### src/rtl/freq_period_meter_pkg.sv
// Shared definitions for the period/duty meter: volume code range, default widths and FSM states.
package freq_period_meter_pkg;

  localparam int unsigned        VOL_W     = 4;
  localparam logic [VOL_W-1:0]   VOL_MAX   = 4'hF;
  localparam int unsigned        DEF_CNT_W = 32;

  typedef enum logic [1:0] {
    ST_IDLE  = 2'd0,
    ST_ARMED = 2'd1,
    ST_LOST  = 2'd2
  } meter_state_t;

endpackage

### src/rtl/freq_period_meter_edge_sync.sv
// Multi-flop synchroniser for an asynchronous input plus a registered rising-edge detector.
module edge_sync #(
  parameter int unsigned SYNC_STAGES = 2
) (
  input  logic clk,
  input  logic reset,
  input  logic in_sig,
  output logic level,
  output logic rise
);

  logic [SYNC_STAGES-1:0] sync_q;
  logic                   level_d;

  always_ff @(posedge clk) begin
    if (reset) begin
      sync_q  <= '0;
      level_d <= 1'b0;
    end else begin
      sync_q  <= {sync_q[SYNC_STAGES-2:0], in_sig};
      level_d <= sync_q[SYNC_STAGES-1];
    end
  end

  assign level = sync_q[SYNC_STAGES-1];
  assign rise  = level & ~level_d;

endmodule

### src/rtl/freq_period_meter.sv
// Recovers the averaged period and duty-derived volume code of a square wave, flags loss of signal.
module freq_period_meter
  import freq_period_meter_pkg::*;
#(
  parameter int unsigned CNT_W        = DEF_CNT_W,
  parameter int unsigned SYNC_STAGES  = 2,
  parameter int unsigned AVG_LOG2     = 2,
  parameter int unsigned MIN_PERIOD   = 32,
  parameter int unsigned TIMEOUT_CLKS = 4194304
) (
  input  logic             clk,
  input  logic             reset,
  input  logic             in_sig,
  input  logic             enable,
  output logic [CNT_W-1:0] clks_per_period,
  output logic [VOL_W-1:0] volume,
  output logic             period_valid,
  output logic             signal_present
);

  localparam int unsigned      SUM_W  = CNT_W + AVG_LOG2;
  localparam int unsigned      EXT_W  = SUM_W + 16;
  localparam logic [AVG_LOG2:0] N_LAST = (AVG_LOG2+1)'((1 << AVG_LOG2) - 1);

  meter_state_t      state;
  logic              sig_level;
  logic              sig_rise;
  logic [CNT_W-1:0]  per_cnt;
  logic [CNT_W-1:0]  hi_cnt;
  logic [CNT_W:0]    per_len;
  logic              accept;
  logic [SUM_W-1:0]  per_sum;
  logic [SUM_W-1:0]  hi_sum;
  logic [SUM_W-1:0]  per_snap;
  logic [SUM_W-1:0]  hi_snap;
  logic [AVG_LOG2:0] n;
  logic              busy;
  logic [3:0]        k;
  logic [EXT_W-1:0]  hi_shift;
  logic              calc_done;

  edge_sync #(.SYNC_STAGES(SYNC_STAGES)) u_sync (
    .clk    (clk),
    .reset  (reset),
    .in_sig (in_sig),
    .level  (sig_level),
    .rise   (sig_rise)
  );

  always_comb begin
    per_len   = {1'b0, per_cnt} + (CNT_W+1)'(1);
    accept    = (state == ST_ARMED) && sig_rise && (per_len >= (CNT_W+1)'(MIN_PERIOD));
    hi_shift  = EXT_W'(hi_snap) << ({1'b0, k} + 5'd1);
    calc_done = (hi_shift >= EXT_W'(per_snap)) || (k == 4'd15);
  end

  always_ff @(posedge clk) begin
    if (reset) begin
      state           <= ST_IDLE;
      per_cnt         <= '0;
      hi_cnt          <= '0;
      per_sum         <= '0;
      hi_sum          <= '0;
      per_snap        <= '0;
      hi_snap         <= '0;
      n               <= '0;
      busy            <= 1'b0;
      k               <= '0;
      clks_per_period <= '0;
      volume          <= '0;
      period_valid    <= 1'b0;
      signal_present  <= 1'b0;
    end else begin
      period_valid <= 1'b0;
      if (!enable) begin
        state   <= ST_IDLE;
        per_cnt <= '0;
        hi_cnt  <= '0;
        per_sum <= '0;
        hi_sum  <= '0;
        n       <= '0;
        busy    <= 1'b0;
        k       <= '0;
      end else begin
        // Duty search runs alongside ARMED; a window closing below re-seeds it afterwards.
        if (busy && state != ST_LOST) begin
          if (calc_done) begin
            clks_per_period <= CNT_W'(per_snap >> AVG_LOG2);
            volume          <= VOL_MAX - k;
            signal_present  <= 1'b1;
            period_valid    <= 1'b1;
            busy            <= 1'b0;
          end else begin
            k <= k + 4'd1;
          end
        end

        case (state)
          ST_IDLE: begin
            per_cnt <= '0;
            hi_cnt  <= '0;
            if (sig_rise) begin
              state  <= ST_ARMED;
              hi_cnt <= CNT_W'(1);
            end
          end

          ST_ARMED: begin
            if (accept) begin
              // hi_cnt restarts at 1: the rise cycle itself is the first high clk of the new period.
              per_cnt <= '0;
              hi_cnt  <= CNT_W'(1);
              if (n == N_LAST) begin
                per_snap <= per_sum + SUM_W'(per_len);
                hi_snap  <= hi_sum + SUM_W'(hi_cnt);
                per_sum  <= '0;
                hi_sum   <= '0;
                n        <= '0;
                busy     <= 1'b1;
                k        <= '0;
              end else begin
                per_sum <= per_sum + SUM_W'(per_len);
                hi_sum  <= hi_sum + SUM_W'(hi_cnt);
                n       <= n + (AVG_LOG2+1)'(1);
              end
            end else if (per_cnt == CNT_W'(TIMEOUT_CLKS)) begin
              state <= ST_LOST;
            end else begin
              per_cnt <= per_cnt + CNT_W'(1);
              hi_cnt  <= hi_cnt + CNT_W'(sig_level);
            end
          end

          ST_LOST: begin
            clks_per_period <= '0;
            volume          <= '0;
            signal_present  <= 1'b0;
            period_valid    <= 1'b1;
            busy            <= 1'b0;
            k               <= '0;
            per_sum         <= '0;
            hi_sum          <= '0;
            n               <= '0;
            per_cnt         <= '0;
            hi_cnt          <= '0;
            state           <= ST_IDLE;
          end

          default: state <= ST_IDLE;
        endcase
      end
    end
  end

endmodule

### config.mk
export PLATFORM = sky130hd
export DESIGN_NAME = freq_period_meter
export DESIGN_NICKNAME = d
export VERILOG_FILES = /design/src/rtl/freq_period_meter_pkg.sv /design/src/rtl/freq_period_meter_edge_sync.sv /design/src/rtl/freq_period_meter.sv
export SDC_FILE = /design/constraint.sdc
export NUM_CORES = 1
export LEC_CHECK = 0
export BUFFER_PORTS_ARGS = -buffer_cell sky130_fd_sc_hd__buf_4
export CAP_MARGIN = 20
export CORE_ASPECT_RATIO = 0.6
export CORE_UTILIZATION = 40
export CTS_CLUSTER_SIZE = 12
export DETAILED_ROUTE_END_ITERATION = 8
export MAX_ROUTING_LAYER = met4
export SETUP_SLACK_MARGIN = 0.4
export SYNTH_ARGS = -nofsm -noshare
export SYNTH_HDL_FRONTEND = slang
export SYNTH_SLANG_ARGS = --single-unit
### constraint.sdc
create_clock -name clk -period 6.3 [get_ports clk]
set_input_delay 0.63 -clock clk [delete_from_list [all_inputs] [get_ports clk]]
set_output_delay 0.63 -clock clk [all_outputs]
set_load 0.01 [all_outputs]
---- Yosys cells after proc, flatten, opt, wreduce, memory -nomap -nowiden ----
Cells that the tools add are included.
storage, ports and cells
  bits of input ports ..................... 4
  bits in registers ....................... 251
operators by class
  equal/unequal tests ..................... 11
  add/sub/neg operators ................... 9
  shifts and indexed selects .............. 1
  reduce and logical (&&, ||, !) cells .... 18
  mux-type cells .......................... 42
  magnitude comparators ................... 2
  bitwise operators ....................... 3
operators with widths
  cell                                                                                  number
  32-bit 2-to-1 mux                                                                     7
  34-bit 2-to-1 mux                                                                     4
  34-bit one-hot mux with 2 select lines                                                2
  32-bit one-hot mux with 3 select lines                                                1
  32-bit one-hot mux with 2 select lines                                                1
  50-bit by 34-bit greater-or-equal comparator with 1-bit output                        1
  34-bit by 5-bit left shift with 50-bit output                                         1
  34-bit by 32-bit adder with 34-bit output                                             1
  34-bit by 33-bit adder with 34-bit output                                             1
  32-bit by 1-bit adder with 33-bit output, second input constant                       1
  33-bit by 6-bit greater-or-equal comparator with 1-bit output, second input constant  1
  32-bit by 1-bit adder with 32-bit output                                              1
  32-bit by 1-bit adder with 32-bit output, second input constant                       1
  32-bit by 23-bit == test with 1-bit output, second input constant                     1
  4-bit 2-to-1 mux                                                                      7
  1-bit 2-to-1 mux                                                                      11
  2-bit != test, second input constant                                                  4
  4-bit one-hot mux with 2 select lines                                                 1
  2-bit nonzero test                                                                    4
  2-bit 2-to-1 mux                                                                      3
  3-bit 2-to-1 mux                                                                      2
  3-bit one-hot mux with 2 select lines                                                 1
  2-bit AND reduction                                                                   3
  3-bit AND reduction                                                                   2
  20 further kinds                                                                      24

---- Depth between registers and ports, before layout ----
  word-level depth ........................ 9
  depth in mapped cells ................... 23
  depth with buffers taken out ............ 17

---- Modules after synthesis ----
Synthesis repeated with hierarchy kept, for this count alone.
second synthesis, totals
  cell total of the unflattened synthesis .. 2091
  area, all modules ....................... 16276.9 um^2
modules (own cells, without submodules)
  module             seq. area each (um^2)  area each (um^2)  instances  cells an instance
  freq_period_meter  4964.8                 16189.3           1          2084
  edge_sync          60.1                   87.6              1          7

---- Worst setup path before layout ----
OpenSTA, ideal clock, no wires.
  kind .................................... register -> register
  from .................................... reg k[0]
  to ...................................... reg clks_per_period[0]
  buffers on the path ..................... 7
  library setup time ...................... 60 ps
  period minus slack after synthesis ...... 4975 ps
  cell stages (with the launch flop) ...... 24
  arrival ................................. 4915 ps
  setup slack ............................. 1325 ps
  cells stage by stage .................... dfxtp_1 -> buf_2 -> buf_2 -> buf_1 -> clkbuf_1 -> buf_2 -> mux2i_1 -> mux2i_1 -> mux2i_1 -> nand2_1 -> o21ai_0 -> o21ai_0 -> ha_1 -> nand4_1 -> nor4_1 -> a21oi_1 -> o211ai_1 -> a21oi_1 -> a221o_1 -> nand2_1 -> and3_1 -> clkbuf_1 -> clkbuf_1 -> a22o_1
on the way
  longest elaborated chain between the ends .. 6
ends and longest elaborated chain
  element                                                         RTL line                 RTL
  start: declaration                                              freq_period_meter.sv:38  logic [3:0] k;
  start signal: assignment                                        freq_period_meter.sv:94  k <= k + 4'd1;
  4-bit by 1-bit adder with 5-bit output                          freq_period_meter.sv:53  hi_shift = EXT_W'(hi_snap) << ({1'b0, k} + 5'd1);
  34-bit by 5-bit left shift with 50-bit output                   freq_period_meter.sv:53
  50-bit by 34-bit greater-or-equal comparator with 1-bit output  freq_period_meter.sv:54  calc_done = (hi_shift >= EXT_W'(per_snap)) || (k == 4'd15);
  1-bit logical OR (*)                                            freq_period_meter.sv:54
  2-bit nonzero test (no source line) (*)                         -
  3-bit AND reduction (no source line) (*)                        -
  end signal: assignment                                          freq_period_meter.sv:88  clks_per_period <= CNT_W'(per_snap >> AVG_LOG2);
  end: declaration                                                freq_period_meter.sv:15  output logic [CNT_W-1:0] clks_per_period,
Every way passes the cells marked *; elsewhere a longest branch is shown, timed or not.
A chain may end at the register's enable or synchronous reset.

---- Worst setup path in the final report ----
  from .................................... reg k[0]
  to ...................................... reg clks_per_period[16]
The elaborated chain is that of the path after synthesis.

==> results.cfg <==
[clocking]
holdBufCountCts = 0
clkSinkCount = 251
clk_pin_slew_ns = 0.07
cts_buffers = 26
cts_root_buffer = clkbuf_16
cts_tree = done
insertion_delay_ns = 0.55
clockBufferDepth = 3
post_cts_buffers = 0
cts_htree_levels = 1

[floorplanning]
row_count = 56
io_pins = 42
start_util_pct = 41.2
coreArea_mm2 = 0.0397
fp.dieW_um = 263
dieArea_mm2 = 0.0416
dieHeight_um = 158

[setup_path]
reg2reg_to = clks_per_period[16]
r2r_slack_ns = 0.81
setup.worst_path.start = k[0]
critPathArrivalTime_ns = 5.97
critPathRequiredTime_ns = 6.78
cp_max_fo = 43
cp-end-kind = flop
crit_end = clks_per_period[16]
r2r-start = k[0]
critPathKind = reg -> reg
crit_path_top_delay_cell = a31oi_4
cpMostUsedCell = a21oi_1
setup.worst_path.start_class = flop
crit_path_max_incr_delay_ns = 0.83
ff2ff_path_depth = 17
path_cells = buf_4 -> nand3_1 -> xnor2_2 -> buf_4 -> nand2_1 -> a21oi_1 -> a21oi_1 -> ha_1 -> a21o_1 -> a21o_1 -> a21oi_1 -> o211ai_1 -> a21oi_1 -> a221o_1 -> nand2_1 -> a31oi_4 -> a22o_1

[global_route]
grt_pass1_vias = 13400
grt_pass1_wl_um = 76400
grt_usage_pct = 23.5
grt_remaining_overflow = 0
grt_max_degree = 70
antenna_found_initial = 1

[power_and_ir_drop]
pwr-share-seq_pct = 50.4
p_sw_share_pct = 22.2
p_leak_nw = 6.89
p_clk_share_pct = 48.2
p_comb_share_pct = 1.4
power_density_mw_per_mm2 = 178
power.internal_mw = 2.45
vdd_drop_max_mv = 0.132
p_switching_mw = 0.700

[finish]
regArea_mm2 = 0.00503
drive_above_1_share_pct = 8.35
n_fill_cell = 3925
area_delta_synth_final_pct = 8.37
final_cell_mix = dfxtp_1, nand2_1, nor2_1
multi_input_area_mm2 = 0.0104
utilization_pct = 44.6
design_area_mm2 = 0.0177
layout_commonest_cell = dfxtp_1
nNetsFinal = 2103

[logic_synthesis]
ys_types = 99
synth-warning-count = 0
ys_async_sr_fraction_pct = 0
yosysSeqAreaShare_pct = 30.8
ys_ff_latch = 251
synth_edf_count = 0
synthCells = 2015
syn_avg_cell_area_um2 = 8.10
synth_nets = 2130
synth_area_mm2 = 0.0163
synth_flop_cell = dfxtp_1

[route]
first_pass_iters = 5
drcViolationCount = 0
ant_nets = 0
route.vias.total = 14900
routed_wl_um = 48900
drt-initial-drc-count = 1321
viasPerCell = 5.91
routedWlPerCell_um = 19.4

[timing]
worstMarginPinSlew_ns = 0.984
max_slew_margin_pct = 34.4
final_max_slew_viol_count = 0
rsz0062_at_grt = false
worst_hold_slack_ns = 0.298
clock.fmax_ghz = 0.182
finalCritPeriodShare_pct = 87.2
tns_ns = 0
setup_viol = 0
fin_worst_skew_ns = 0.0196
finalWorstPathRequiredPeriod_ns = 5.49
hold_viol_final = 0

[placement]
hpwl_um = 36500
postPlaceCellArea_mm2 = 0.0168
place.gp.congestion = 1.00
port_buffers = 41

[status]
outcome = finished clean

[min_path]
min_from = in_sig
hp-class = in -> reg

[flow_run]
maxCapViolations = 0
[kinds of logic after synthesis]
group,Yosys count,synth area share [%]
fa+ha+maj,111,8.60
compound gates,586,24.1
xor+xnor,92,4.94
mux,64,4.98
flops,251,30.8
buf+inv,199,5.72
simple gates,712,20.9
[per-stage QoR]
| step | instances | setup slack (ns) | power, mW |
|---|---|---|---|
| 2_1_floorplan | 2015 | 1.33 | 1.65 |
| 3_3_place_gp | 2479 | 0.867 | 1.67 |
| 3_5_place_dp | 2479 | 0.773 | 1.67 |
| 4_1_cts | 2518 | 0.727 | 3.19 |
| 5_1_grt | 2522 | 0.420 | 3.25 |
| 6_report | 2522 | 0.808 | 3.15 |
[synth_stat cells, types with 19 or more instances]
library cell / instances / share of area [%]
nand4_1: 31 / 1.2
o21ai_0: 103 / 3.2
nor3_1: 30 / 0.92
and3_1: 22 / 0.84
clkbuf_1: 50 / 1.1
a211oi_1: 22 / 1.0
or3_1: 27 / 1.0
o22ai_1: 19 / 0.73
a21oi_1: 150 / 4.6
nand2_1: 242 / 5.6
dfxtp_1: 251 / 31
xnor2_1: 68 / 3.6
nand3_1: 70 / 2.1
a22oi_1: 53 / 2.4
a21o_1: 53 / 2.4
a22o_1: 53 / 2.8
nor2_1: 177 / 4.1
mux2i_1: 44 / 2.7
xor2_1: 24 / 1.3
nor4_1: 24 / 0.92
buf_2: 36 / 1.1
inv_1: 81 / 1.9
ha_1: 109 / 8.4
[worst min-delay path by stage]
stage / slack [ns] / cells past startpoint / to
6_report: 0.30 / 2 / u_sync.sync_q[0]
5_1_grt: 0.30 / 2 / u_sync.sync_q[0]
4_1_cts: 0.28 / 2 / u_sync.sync_q[0]
3_5_place_dp: 0.44 / 1 / u_sync.sync_q[1]
3_3_place_gp: 0.43 / 1 / u_sync.sync_q[1]
2_1_floorplan: 0.41 / 1 / u_sync.sync_q[1]
[worst max-delay path: cells and delay by family (launching register included)]
| family | cells | cell delay, ns |
|---|---|---|
| buf+inv | 2 | 0.84 |
| fa+ha+maj | 1 | 0.34 |
| xor+xnor | 1 | 0.62 |
| compound gates | 10 | 2.68 |
| flops | 1 | 0.33 |
| simple gates | 3 | 0.58 |
[metal layers]
layer	track usage (%)	routed length (µm)	vias up
li1	-	-	7301
met1	35.4	25400	7083
met2	33.5	19500	478
met3	3.40	3300	46
met4	3.25	666	0
met5	-	0	-
[power by group through the flow]
stage          clock network [mW]  registers, mW  logic [mW]
2_1_floorplan                   0           1.62      0.0287
3_3_place_gp                    0           1.62      0.0436
3_5_place_dp                    0           1.62      0.0445
4_1_cts                      1.55           1.59      0.0445
5_1_grt                      1.62           1.59      0.0487
6_report                     1.52           1.59      0.0448
[final cells by class]
class | instances | area share, %
Antenna cell | 1 | 0.0141
Clock buffer | 35 | 4.22
Clock inverter | 4 | 0.255
Inverter | 81 | 1.72
Multi-Input combinational cell | 1565 | 58.9
Sequential cell | 251 | 28.4
Tap cell | 522 | 3.69
Timing Repair Buffer | 63 | 2.79
[state kept, by name (all words and copies together), names as in the netlist, 3 cells and up]
| name | count |
|---|---|
| hi_snap | 34 |
| hi_sum | 34 |
| per_snap | 34 |
| per_sum | 34 |
| clks_per_period | 32 |
| hi_cnt | 32 |
| per_cnt | 32 |
| k | 4 |
| volume | 4 |
| n | 3 |
[what timing repair did]
action | CTS | global route
endpoints found under the hold margin | 0 | 0
setup endpoints to repair | 0 | 36
resized for setup | 0 | 1
Note: power is estimated with default switching activity, not from simulation.
